--- src/rtl/alu_pkg.sv ---
// Shared constants for the ALU control decoder and its mul/div issue sequencer.
// ALU codes are 4-bit here and zero-extended to CTRL_W at the decoder output.
package alu_pkg;

    localparam logic [3:0] ALU_ADD  = 4'b0000;
    localparam logic [3:0] ALU_SUB  = 4'b0001;
    localparam logic [3:0] ALU_AND  = 4'b0010;
    localparam logic [3:0] ALU_OR   = 4'b0011;
    localparam logic [3:0] ALU_XOR  = 4'b0100;
    localparam logic [3:0] ALU_SLT  = 4'b0101;
    localparam logic [3:0] ALU_SLTU = 4'b0110;
    localparam logic [3:0] ALU_SLL  = 4'b0111;
    localparam logic [3:0] ALU_SRL  = 4'b1000;
    localparam logic [3:0] ALU_SRA  = 4'b1001;
    localparam logic [3:0] ALU_ILL  = 4'b1111;

    localparam logic [1:0] ALUOP_MEM    = 2'b00;
    localparam logic [1:0] ALUOP_BRANCH = 2'b01;
    localparam logic [1:0] ALUOP_ARITH  = 2'b10;
    localparam logic [1:0] ALUOP_RSVD   = 2'b11;

    typedef enum logic [1:0] {
        ST_IDLE = 2'b00,
        ST_BUSY = 2'b01,
        ST_DONE = 2'b10
    } md_state_t;

    localparam logic [2:0] F3_MUL    = 3'b000;
    localparam logic [2:0] F3_MULH   = 3'b001;
    localparam logic [2:0] F3_MULHSU = 3'b010;
    localparam logic [2:0] F3_MULHU  = 3'b011;
    localparam logic [2:0] F3_DIV    = 3'b100;
    localparam logic [2:0] F3_DIVU   = 3'b101;
    localparam logic [2:0] F3_REM    = 3'b110;
    localparam logic [2:0] F3_REMU   = 3'b111;

    // funct3[2] separates the divide/remainder group from the multiplies.
    function automatic logic md_is_div(input logic [2:0] f3);
        return f3[2];
    endfunction

endpackage

--- src/rtl/alu_op_decode.sv ---
// Pure combinational ALUop/funct decode to ALU code, illegal flag and M-op marker.
// Shared with the single-cycle core, so it carries no state.
module alu_op_decode
    import alu_pkg::*;
#(
    parameter int CTRL_W   = 4,
    parameter bit ENABLE_M = 1'b1
) (
    input  logic [1:0]        ALUop,
    input  logic [2:0]        funct3,
    input  logic              funct7_5,
    input  logic              funct7_0,
    input  logic              op5,
    output logic [CTRL_W-1:0] alu_ctrl,
    output logic              illegal,
    output logic              is_md
);

    logic [3:0] w_code;

    always_comb begin
        w_code  = ALU_ADD;
        illegal = 1'b0;
        case (ALUop)
            ALUOP_MEM:    w_code = ALU_ADD;
            ALUOP_BRANCH: w_code = ALU_SUB;
            ALUOP_ARITH: begin
                case (funct3)
                    3'b000: w_code = (op5 & funct7_5) ? ALU_SUB : ALU_ADD;
                    3'b001: w_code = ALU_SLL;
                    3'b010: w_code = ALU_SLT;
                    3'b011: w_code = ALU_SLTU;
                    3'b100: w_code = ALU_XOR;
                    // srai/srli share funct7_5 with sra/srl, so op5 is ignored here.
                    3'b101: w_code = funct7_5 ? ALU_SRA : ALU_SRL;
                    3'b110: w_code = ALU_OR;
                    default: w_code = ALU_AND;
                endcase
            end
            default: begin
                w_code  = ALU_ILL;
                illegal = 1'b1;
            end
        endcase
    end

    assign is_md    = ENABLE_M && (ALUop == ALUOP_ARITH) && op5 && funct7_0;
    assign alu_ctrl = CTRL_W'(w_code);

endmodule

--- src/rtl/alu_ctrl_seq.sv ---
// ID/EX ALU control stage: registers the decode and sequences M ops through a
// fixed-latency mul/div unit, stalling the front end while one is in flight.
module alu_ctrl_seq
    import alu_pkg::*;
#(
    parameter int CTRL_W   = 4,
    parameter bit ENABLE_M = 1'b1,
    parameter int MUL_LAT  = 2,
    parameter int DIV_LAT  = 32
) (
    input  logic              clk,
    input  logic              rst_n,
    input  logic              valid_i,
    input  logic [1:0]        ALUop,
    input  logic [2:0]        funct3,
    input  logic              funct7_5,
    input  logic              funct7_0,
    input  logic              op5,
    input  logic              stall_i,
    input  logic              flush_i,
    output logic              in_ready_o,
    output logic              valid_o,
    output logic [CTRL_W-1:0] alu_ctrl_o,
    output logic              illegal_o,
    output logic              md_start_o,
    output logic [2:0]        md_op_o,
    output logic              md_done_o,
    output logic              md_abort_o,
    output logic              busy_o
);

    localparam int MAX_LAT = (MUL_LAT > DIV_LAT) ? MUL_LAT : DIV_LAT;
    localparam int CNT_W   = $clog2(MAX_LAT + 1);

    md_state_t         r_state;
    logic [CNT_W-1:0]  r_cnt;
    logic              r_valid;
    logic [CTRL_W-1:0] r_alu_ctrl;
    logic              r_illegal;
    logic              r_md_start;
    logic [2:0]        r_md_op;
    logic              r_md_done;
    logic              r_md_abort;
    logic              r_busy;

    logic [CTRL_W-1:0] w_dec_ctrl;
    logic              w_dec_illegal;
    logic              w_dec_md;
    logic              w_accept;
    logic [CNT_W-1:0]  w_lat_m1;

    alu_op_decode #(
        .CTRL_W   (CTRL_W),
        .ENABLE_M (ENABLE_M)
    ) u_decode (
        .ALUop    (ALUop),
        .funct3   (funct3),
        .funct7_5 (funct7_5),
        .funct7_0 (funct7_0),
        .op5      (op5),
        .alu_ctrl (w_dec_ctrl),
        .illegal  (w_dec_illegal),
        .is_md    (w_dec_md)
    );

    assign in_ready_o = (r_state == ST_IDLE) & ~stall_i;
    assign w_accept   = valid_i & in_ready_o & ~flush_i;
    assign w_lat_m1   = md_is_div(funct3) ? CNT_W'(DIV_LAT - 1) : CNT_W'(MUL_LAT - 1);

    always_ff @(posedge clk or negedge rst_n) begin
        if (!rst_n) begin
            r_state    <= ST_IDLE;
            r_cnt      <= '0;
            r_valid    <= 1'b0;
            r_alu_ctrl <= '0;
            r_illegal  <= 1'b0;
            r_md_start <= 1'b0;
            r_md_op    <= 3'b000;
            r_md_done  <= 1'b0;
            r_md_abort <= 1'b0;
            r_busy     <= 1'b0;
        end else begin
            // Pulses default low every cycle, so a stall can never stretch them.
            r_md_start <= 1'b0;
            r_md_done  <= 1'b0;
            r_md_abort <= 1'b0;
            if (flush_i) begin
                r_md_abort <= (r_state == ST_BUSY);
                r_state    <= ST_IDLE;
                r_valid    <= 1'b0;
                r_busy     <= 1'b0;
                r_cnt      <= '0;
            end else begin
                case (r_state)
                    ST_IDLE: begin
                        if (w_accept && w_dec_md) begin
                            r_md_start <= 1'b1;
                            r_md_op    <= funct3;
                            r_alu_ctrl <= CTRL_W'(ALU_ADD);
                            r_illegal  <= 1'b0;
                            r_valid    <= 1'b0;
                            r_cnt      <= w_lat_m1;
                            r_state    <= ST_BUSY;
                            r_busy     <= 1'b1;
                        end else if (w_accept) begin
                            r_alu_ctrl <= w_dec_ctrl;
                            r_illegal  <= w_dec_illegal;
                            r_valid    <= 1'b1;
                        end else if (!stall_i) begin
                            r_valid    <= 1'b0;
                        end
                    end
                    ST_BUSY: begin
                        if (r_cnt == '0) begin
                            r_md_done <= 1'b1;
                            r_valid   <= 1'b1;
                            r_state   <= ST_DONE;
                        end else begin
                            r_cnt <= r_cnt - 1'b1;
                        end
                    end
                    ST_DONE: begin
                        if (!stall_i) begin
                            r_valid <= 1'b0;
                            r_busy  <= 1'b0;
                            r_state <= ST_IDLE;
                        end
                    end
                    default: begin
                        r_state <= ST_IDLE;
                        r_busy  <= 1'b0;
                        r_valid <= 1'b0;
                    end
                endcase
            end
        end
    end

    assign valid_o    = r_valid;
    assign alu_ctrl_o = r_alu_ctrl;
    assign illegal_o  = r_illegal;
    assign md_start_o = r_md_start;
    assign md_op_o    = r_md_op;
    assign md_done_o  = r_md_done;
    assign md_abort_o = r_md_abort;
    assign busy_o     = r_busy;

endmodule

--- config.mk ---
export PLATFORM = sky130hd
export DESIGN_NAME = alu_ctrl_seq
export DESIGN_NICKNAME = d
export VERILOG_FILES = /design/src/rtl/alu_pkg.sv /design/src/rtl/alu_op_decode.sv /design/src/rtl/alu_ctrl_seq.sv
export SDC_FILE = /design/constraint.sdc
export NUM_CORES = 1
export LEC_CHECK = 0
export CORE_MARGIN = 4
export CORE_UTILIZATION = 40
export CTS_BUF_LIST = sky130_fd_sc_hd__clkbuf_8
export DETAILED_ROUTE_END_ITERATION = 6
export GPL_ROUTABILITY_DRIVEN = 0
export PLACE_DENSITY_LB_ADDON = 0.15
export SYNTH_ARGS = -nofsm -noshare
export SYNTH_HDL_FRONTEND = slang
export SYNTH_SLANG_ARGS = --single-unit
export TNS_END_PERCENT = 20
--- constraint.sdc ---
create_clock -name clk -period 2.1 [get_ports clk]
set_clock_uncertainty 0.05 [all_clocks]
set_input_delay 0.42 -clock clk [delete_from_list [all_inputs] [get_ports clk]]
set_output_delay 0.42 -clock clk [all_outputs]
set_load 0.02 [all_outputs]
==> results of run 1 <==
[power breakdown]
group / switching [uW] / internal [uW]
sequential: 13.6 / 429
clock: 131 / 132
combinational: 97.6 / 97.3
total: 243 / 658
[flip-flops by register name (all words and copies together) (netlist names)]
name / cells
alu_ctrl_o: 4
busy_o: 1
r_state: 2
r_cnt: 6
md_start_o: 1
valid_o: 1
illegal_o: 1
md_op_o: 3
md_abort_o: 1
md_done_o: 1
[routing by layer]
layer,wire (um),part of all wire [%],track usage [%]
met1,1176,44,21.39
met2,1274,47,26.76
met3,183,6.8,3.099
met4,53,2.0,9.091
met5,0,0,0
[final cells by class]
| class | instances | area (sq um) |
|---|---|---|
| Fill cell | 247 | 1189 |
| Timing Repair Buffer | 38 | 350.3 |
| Sequential cell | 21 | 525.5 |
| Clock inverter | 1 | 5.005 |
| Clock buffer | 3 | 41.29 |
| Multi-Input combinational cell | 86 | 559.3 |
| Inverter | 13 | 48.80 |
| Tap cell | 31 | 38.79 |
[cell usage in the layout, fill, tap and decap left out, drive strengths merged, types with 2 or more instances in the layout]
cell type	Yosys	final
a211oi	5	5
a21oi	8	8
a2bb2oi	3	3
a31oi	4	4
and2	3	3
and3	3	3
buf	3	12
clkbuf	2	3
clkdlybuf4s50	0	26
dfrtp	21	21
ha	2	2
inv	13	13
nand2	17	17
nand2b	2	2
nand3	3	3
nor2	8	8
nor2b	2	2
nor3	2	2
o21ai	5	5
o31ai	3	3
o32ai	3	3
[kinds of logic (layout without fill, tap and decap cells)]
| logic type | after synthesis | count (layout) | share of synthesized area (%) |
|---|---|---|---|
| AOI/OAI and AO/OA | 37 | 37 | 22.93 |
| xor gates and xnor gates | 1 | 1 | 0.7536 |
| adders and majority gates | 2 | 2 | 2.153 |
| buffers and inverters | 18 | 55 | 6.673 |
| DFF | 21 | 21 | 45.21 |
| muxes | 1 | 1 | 0.8612 |
| and+or+nand+nor | 45 | 45 | 21.42 |
[worst paths after layout]
check	slack [ns]	from	to	cells after the start
setup / recovery	0.03	stall_i	in_ready_o	3
hold / removal	0.44	alu_ctrl_o[3]$_DFFE_PN0P_	alu_ctrl_o[3]$_DFFE_PN0P_	2
setup reg to reg	0.23	r_cnt[0]$_DFFE_PN0P_	r_cnt[2]$_DFFE_PN0P_	6
hold reg to reg	0.44	alu_ctrl_o[3]$_DFFE_PN0P_	alu_ctrl_o[3]$_DFFE_PN0P_	2
max in group asynchronous	1.33	rst_n	alu_ctrl_o[1]$_DFFE_PN0P_	2
min in group asynchronous	0.45	rst_n	r_state[1]$_DFFE_PN0P_	2
[per-stage QoR]
| stage | util (%) | instances | hold WS (ns) | total power [uW] |
|---|---|---|---|---|
| floorplan | - | 125 | 0.07441 | 536.7 |
| global placement | 55.22 | 189 | 0.4146 | 644.5 |
| detailed placement | 55.22 | 189 | 0.4099 | 647.1 |
| CTS | 56.90 | 193 | 0.4408 | 912.5 |
| global route | 56.90 | 193 | 0.4692 | 942.4 |
| finish | 56.90 | 193 | 0.4370 | 900.7 |
[worst max-delay path: stages]
cell and delay (ns):
clkdlybuf4s50_1 0.42, nor3_1 0.14, clkdlybuf4s50_1 0.62
==> impl_metrics.py, run 1 <==
metrics = {
    "timing": {
        "timing.final.ws_setup_ns": 0.03210,
        "setup_tns_ns": 0,
        "final_number_of_setup_violating_endpoints": 0,
        "timing.fmax_mhz": 483.6,
        "grt_setup_unrepaired": "no",
        "final-max-slew-violation-count": 0,
        "timing.max_slew.rel_slack_pct": 69.82,
        "min_period_over_period_pct": 98.47,
        "shortest_clock_period_the_worst_path_allows_after_layout_ns": 2.068,
        "worst_pin_slew_ns": 0.4492,
        "number_of_hold_slack_violations_in_the_final_timing_report": 0,
    },
    "floorplanning": {
        "count_of_standard_cell_rows": 19,
        "initial_utilization_pct": 42.15,
        "die_footprint_sq_um": 3832,
        "chipWidth_um": 61.91,
        "die-height_um": 61.91,
        "core_area_sq_um": 2758,
        "top_level_ports": 27,
    },
    "yosys": {
        "netlist_area_sq_um": 1162,
        "synth.top_cell.area_share_pct": 45.21,
        "seq_area_frac_synth_pct": 45.21,
        "synthesis.nets": 140,
        "synth_top_cell_by_area": "dfrtp_1",
        "post_synth_num_cell_types": 38,
        "synthesis.yosys.warnings": 0,
        "ys_ff_latch": 21,
        "synth_ff_type": "dfrtp_1",
        "post-synth-top-count-cell": "dfrtp_1",
        "syn_inst": 125,
        "ys_async_sr_fraction_pct": 100.0,
        "synthesis.area_per_instance_sq_um": 9.299,
        "synthTopCellsByCount": "dfrtp_1 (21), nand2_1 (17), inv_1 (12), a21oi_1 (8), nor2_1 (8)",
        "synth_top_cells_by_area": "dfrtp_1 (45%), nand2_1 (5.5%), inv_1 (3.9%)",
        "synth_edf_count": 0,
    },
    "global_route": {
        "vias_in_the_first_global_route": 1063,
        "grt_antenna_before_repair": 0,
        "grt_max_degree": 22,
        "grt.overflow.total": 0,
        "grtUsageTotal_pct": 16.75,
        "grt_first_pass_wirelength_mm": 4.712,
    },
    "cts": {
        "root_buffer": "clkbuf_8",
        "cts_tree": "done",
        "cts.reportedPaths.clkPinSlew_ns": 0.07,
        "cts.repair.resized": 0,
        "cts_sinks": 21,
        "clk-insertion-delay-late_ns": 0.26,
        "cts.path.max_buffers": 2,
        "post_cts_hold_buffer_count": 0,
        "postCtsSetupBuffers": 0,
        "cts_max_level": 1,
        "cts_inserted_buffers": 3,
    },
    "critical_path": {
        "setup.worst_path.start_class": "input pin",
        "worst_ep_arrival_time_ns": 1.60,
        "critical_path_peak_fanout": 2,
        "crit_type": "in2out",
        "critPathCaptureType": "output pin",
        "critical_path_required_ns": 1.63,
    },
    "pwr": {
        "vdd_ir_drop_max_uv": 428.6,
        "cellPowerDensity_nw_per_um2": 574.1,
        "leakagePower_uw": 0.0006868,
    },
    "layout": {
        "antenna_diodes": 0,
        "finish.net_count": 178,
        "final_instance_area_sq_um": 1569,
        "layout-area-overhead-vs-synth_pct": 34.98,
        "final_layout_size_suffix_gt1_share_pct": 14.20,
    },
    "placement": {
        "placement.cell_area_sq_um": 1523,
        "number_of_input_and_output_port_buffers_inserted": 26,
        "dp_hpwl_mm": 2.129,
        "pre_cts_ws_ns": -0.03058,
    },
    "min_path": {
        "worst_hold_path_type": "reg2reg",
    },
    "run_status": {
        "outcome": "completed",
    },
    "flow_run": {
        "cap_violations": 0,
    },
    "route": {
        "detail_route.wl_per_cell_um": 13.93,
        "remaining_drc_errors": 0,
        "detail_route.wirelength_mm": 2.688,
        "routed-via-count": 1056,
        "drt.antenna.violating_nets": 0,
        "avgViaCountPerCell": 5.472,
        "drt_first_pass_iters": 4,
        "initial_drc_count": 26,
    },
}
(Power assumes the default switching activity.)
==> inputs of run 2 (changes only) <==
--- a/constraint.sdc
+++ b/constraint.sdc
@@ -3,3 +3,3 @@
 set_input_delay 0.42 -clock clk [delete_from_list [all_inputs] [get_ports clk]]
 set_output_delay 0.42 -clock clk [all_outputs]
-set_load 0.02 [all_outputs]
+set_load 0.005 [all_outputs]
==> run 2 against run 1 <==
Compared with the run above:
- power shrank 3.7%
- register-to-register slack improved by 0.02 ns
- non-clock buffer count shrank 1
- critical path type is now reg2out
- largest power group unchanged
- highest routed layer unchanged
==> impl_metrics.py, run 2 (same netlist as run 1, synthesis figures left out) <==
metrics = {
    "run_status": {
        "outcome": "completed",
    },
    "cts": {
        "cts_inserted_buffers": 3,
        "cts.path.max_buffers": 2,
        "cts_sinks": 21,
        "clk-insertion-delay-late_ns": 0.26,
        "cts.reportedPaths.clkPinSlew_ns": 0.08,
        "cts_max_level": 1,
        "cts_tree": "done",
        "root_buffer": "clkbuf_8",
        "post_cts_hold_buffer_count": 0,
    },
    "timing": {
        "number_of_hold_slack_violations_in_the_final_timing_report": 0,
        "final-max-slew-violation-count": 0,
        "timing.max_slew.rel_slack_pct": 67.99,
        "final_number_of_setup_violating_endpoints": 0,
        "worst_pin_slew_ns": 0.4764,
        "grt_setup_unrepaired": "no",
        "min_period_over_period_pct": 96.33,
        "timing.final.ws_setup_ns": 0.07710,
        "shortest_clock_period_the_worst_path_allows_after_layout_ns": 2.023,
        "timing.fmax_mhz": 494.3,
    },
    "flow_run": {
        "cap_violations": 0,
    },
    "layout": {
        "flip_flop_count_of_the_largest_register_all_copies_and_words_added": 6,
        "layout.filler_cells": 247,
        "antenna_diodes": 0,
        "finish.net_count": 177,
        "max_flop_register": "r_cnt",
        "layout-area-overhead-vs-synth_pct": 34.34,
        "final_layout_size_suffix_gt1_share_pct": 13.66,
        "final_instance_area_sq_um": 1562,
        "most_common_cell_after_layout_fill_and_taps_aside": "clkdlybuf4s50_1",
        "layout.cells.most_common_list": "clkdlybuf4s50_1 (26), dfrtp_1 (20), nand2_1 (17)",
    },
    "placement": {
        "dp_hpwl_mm": 2.148,
        "pre_cts_ws_ns": -0.07511,
        "number_of_input_and_output_port_buffers_inserted": 26,
        "placement.cell_area_sq_um": 1515,
    },
    "route": {
        "avgViaCountPerCell": 5.469,
        "detail_route.wl_per_cell_um": 14.66,
        "routed-via-count": 1050,
        "initial_drc_count": 41,
        "detail_route.wirelength_mm": 2.814,
        "drt.antenna.violating_nets": 0,
        "remaining_drc_errors": 0,
        "drt_first_pass_iters": 4,
    },
    "critical_path": {
        "critPathCaptureType": "output pin",
        "crit_type": "reg2out",
        "critical_path_peak_fanout": 11,
        "worst_ep_arrival_time_ns": 1.55,
        "setup.worst_path.start_class": "flop",
        "critical_path_required_ns": 1.63,
    },
    "global_route": {
        "grt.overflow.total": 0,
        "grt_antenna_before_repair": 0,
        "grt_max_degree": 22,
        "grt_first_pass_wirelength_mm": 4.740,
        "vias_in_the_first_global_route": 1027,
        "grtUsageTotal_pct": 16.34,
    },
    "floorplanning": {
        "die-height_um": 61.91,
        "initial_utilization_pct": 42.15,
        "count_of_standard_cell_rows": 19,
        "die_footprint_sq_um": 3832,
        "top_level_ports": 27,
        "core_area_sq_um": 2758,
        "chipWidth_um": 61.91,
    },
    "pwr": {
        "design_power_total_uw": 867.0,
        "vdd_ir_drop_max_uv": 355.5,
        "cellPowerDensity_nw_per_um2": 555.3,
        "leakagePower_uw": 0.0006804,
    },
    "min_path": {
        "worst_hold_path_type": "reg2reg",
    },
}
[run 2: what timing repair did]
action | CTS | global route
setup endpoints to repair | 0 | 1
buffers inserted | 0 | 0
resized for setup | 0 | 1
endpoints found under the hold margin | 0 | 0
[run 2: metal layers]
layer	vias up	GRT usage (%)	share of wire [%]	wire length, um
li1	519	-	-	-
met1	498	23.26	49	1382
met2	29	25.11	45	1256
met3	4	3.099	5.0	141
met4	0	5.152	1.2	34
met5	-	0	0	0
[run 2: worst paths after layout]
path                                   startpoint                      to  slack [ns]  cells past startpoint
min                         illegal_o$_DFFE_PN0P_   illegal_o$_DFFE_PN0P_        0.43                      2
min reg2reg                 illegal_o$_DFFE_PN0P_   illegal_o$_DFFE_PN0P_        0.43                      2
max                        r_state[0]$_DFFE_PN0P_              in_ready_o        0.08                      2
max in group asynchronous                   rst_n  r_state[1]$_DFFE_PN0P_        1.31                      2
max reg2reg                  r_cnt[0]$_DFFE_PN0P_    r_cnt[2]$_DFFE_PN0P_        0.25                      6
min in group asynchronous                   rst_n   illegal_o$_DFFE_PN0P_        0.46                      2
[run 2: metrics by stage]
| step | TNS [ns] | hold slack, ns | std cells | utilization, % |
|---|---|---|---|---|
| after global routing | 0 | 0.4567 | 192 | 56.62 |
| after CTS | 0 | 0.4375 | 192 | 56.58 |
| after global placement | 0 | 0.4139 | 188 | 54.95 |
| final | 0 | 0.4307 | 192 | 56.62 |
| after detailed placement | -0.07511 | 0.4100 | 188 | 54.95 |
| after floorplan | 0 | 0.07441 | 125 | - |
[run 2: final cells by class]
class                      instances  area, sq um  area share (%)
inverter                          13        48.80           3.125
multi-input combinational         86        559.3           35.82
clock inverter                     1        3.754          0.2404
tap                               31        38.79           2.484
clock buffer                       3        41.29           2.644
sequential                        21        526.8           33.73
timing repair buffer              37        342.8           21.96
[run 2: power breakdown]
| group | total (uW) | internal [uW] | switching (uW) |
|---|---|---|---|
| combinational | 166 | 97.7 | 68.8 |
| clock | 259 | 130 | 128 |
| sequential | 442 | 429 | 13.4 |
[run 2: critical path: stages, from the launching register on]
cell,delay (ns)
dfrtp_1,0.53
nor3_1,0.23
clkdlybuf4s50_1,0.53
==> RTL change, RTL diff (config.mk and constraints of run 1) <==
Encoding of `md_state_t`: now one-hot (3 bits for 3 states).
--- a/src/rtl/alu_pkg.sv
+++ b/src/rtl/alu_pkg.sv
@@ -21,6 +21,6 @@
 
-    typedef enum logic [1:0] {
-        ST_IDLE = 2'b00,
-        ST_BUSY = 2'b01,
-        ST_DONE = 2'b10
+    typedef enum logic [2:0] {
+        ST_IDLE = 3'b001,
+        ST_BUSY = 3'b010,
+        ST_DONE = 3'b100
     } md_state_t;
Function: same outputs for any inputs over 10 cycles, from zero or initial values and one cycle with rst_n low; not proved beyond that.
==> RTL change against run 1 <==
Sequential cell count is 1 higher; wire length up 22%; non-clock buffer count rose by 5; die area rose by 10%; design area up 14%; area after synthesis grew 12%; power is 27% higher; cell count up 14%; setup slack gained 0.050 ns; largest power group unchanged.
==> RTL change: results (changes against run 1) <==
- The met3 layer wire length in the routed design came to 232 um (+27%).
- The met3 demand-to-capacity share in global routing is 0.0451 (+0.0141).
- The total nets after synthesis was 151 (+7.9%).
- The run finished with clean final reports.
- The met2 wire length is 1500 um (+18%).
- The average instance area after synthesis is 9.54 um^2 (+2.6%).
- The largest vdd supply drop was 0.000470 V (+9.8%).
- The worst-case headroom to the max-slew limit is 0.668 (-0.0302).
- The count of different cell masters after synthesis is 51 (+34%).
- The detailed-route via count is 1223 (+16%).
- The arrival time reported for the critical path endpoint is 1.55 ns (-0.05 ns).
- The met1 track utilization from global routing is 0.207 (-0.00740).
- The overall fraction of global-route tracks in use is 0.164 (-0.00305).
- The cell area after placement is 1700 um^2 (+12%).
- The number of global-route vias before repair came to 1146 (+7.8%).
- The sum of net half-perimeters after detailed placement is 2460 um (+16%).
- The total instance count after detailed placement was 216 (+14%).
- After synthesis, the cell types taking the most area are sky130_fd_sc_hd__dfrtp_1 (41%), sky130_fd_sc_hd__nand2_1 (4.1%), sky130_fd_sc_hd__a21oi_1 (3.1%), sky130_fd_sc_hd__inv_1 (2.3%), sky130_fd_sc_hd__o31ai_1 (2.3%).
- The non-filler instance count after layout is 220 (+14%).
- The share of synthesized area occupied by flip-flops and latches is 0.425 (-0.0268).
- The count of routing violations after the opening detailed-route iteration is 92 (+250%).
- The share of final-layout standard cells stronger than drive strength 1 is 0.193 (+0.0512).
- The pin count of the biggest net entering global routing came to 23 (+4.5%).
- The static leakage power came to 0.796 nW (+16%).
- The final net count was 192 (+7.9%).
- The met2 routing resource usage after global routing is 0.266 (-0.00192).
- The count of instances resized after the clock tree is built is 2 (+2).
- In the synthesized netlist, the cells that appear most often are sky130_fd_sc_hd__dfrtp_1 (21), sky130_fd_sc_hd__nand2_1 (14), sky130_fd_sc_hd__a21oi_1 (8), sky130_fd_sc_hd__inv_1 (8), sky130_fd_sc_hd__nor2_1 (7).
- The flop-to-flop setup slack is 0.14 ns (-0.09 ns).
RTL change: cell count changes after synthesis, moves of 3 or more:
cell	delta
sky130_fd_sc_hd__inv_1	-4
sky130_fd_sc_hd__a2bb2oi_1	-3
sky130_fd_sc_hd__and3_1	-3
sky130_fd_sc_hd__nor4_1	+3
sky130_fd_sc_hd__o32ai_1	-3
sky130_fd_sc_hd__nand2_1	-3
RTL change: worst max-delay path, stage by stage:
cell	delay (ns)
sky130_fd_sc_hd__clkdlybuf4s50_1	0.47
sky130_fd_sc_hd__nor4b_4	0.29
sky130_fd_sc_hd__dlygate4sd2_1	0.37
RTL change: power by group:
part	total, mW	switching [mW]	internal [mW]	leakage, nW
sequential	0.472	0.0190	0.453	0.292
clock	0.403	0.149	0.255	0.0357
combinational	0.267	0.131	0.136	0.468
RTL change: cells by family after synthesis:
| family | count (synthesis) | synth area share |
|---|---|---|
| AOI/OAI and AO/OA | 42 | 0.236 |
| xor gates and xnor gates | 1 | 0.00675 |
| adders and majority gates | 2 | 0.0193 |
| buffers and inverters | 15 | 0.0530 |
| DFF | 22 | 0.425 |
| muxes | 3 | 0.0251 |
| and+or+nand+nor | 51 | 0.234 |
RTL change: cell type report:
type,instances,area (um^2)
Fill cell,275,1300
Tap cell,44,55.1
Clock buffer,3,41.3
Timing Repair Buffer,43,387
Multi-Input combinational cell,99,687
Clock inverter,1,30.0
Sequential cell,22,552
Inverter,8,30.0
RTL change: path summary, 6_finish.rpt:
check / from / endpoint
max: stall_i / in_ready_o
min: alu_ctrl_o[3] / alu_ctrl_o[3]
max reg2reg: r_cnt[0] / r_cnt[0]
min reg2reg: alu_ctrl_o[3] / alu_ctrl_o[3]
max in group asynchronous: rst_n / r_state[0]
min in group asynchronous: rst_n / md_start_o
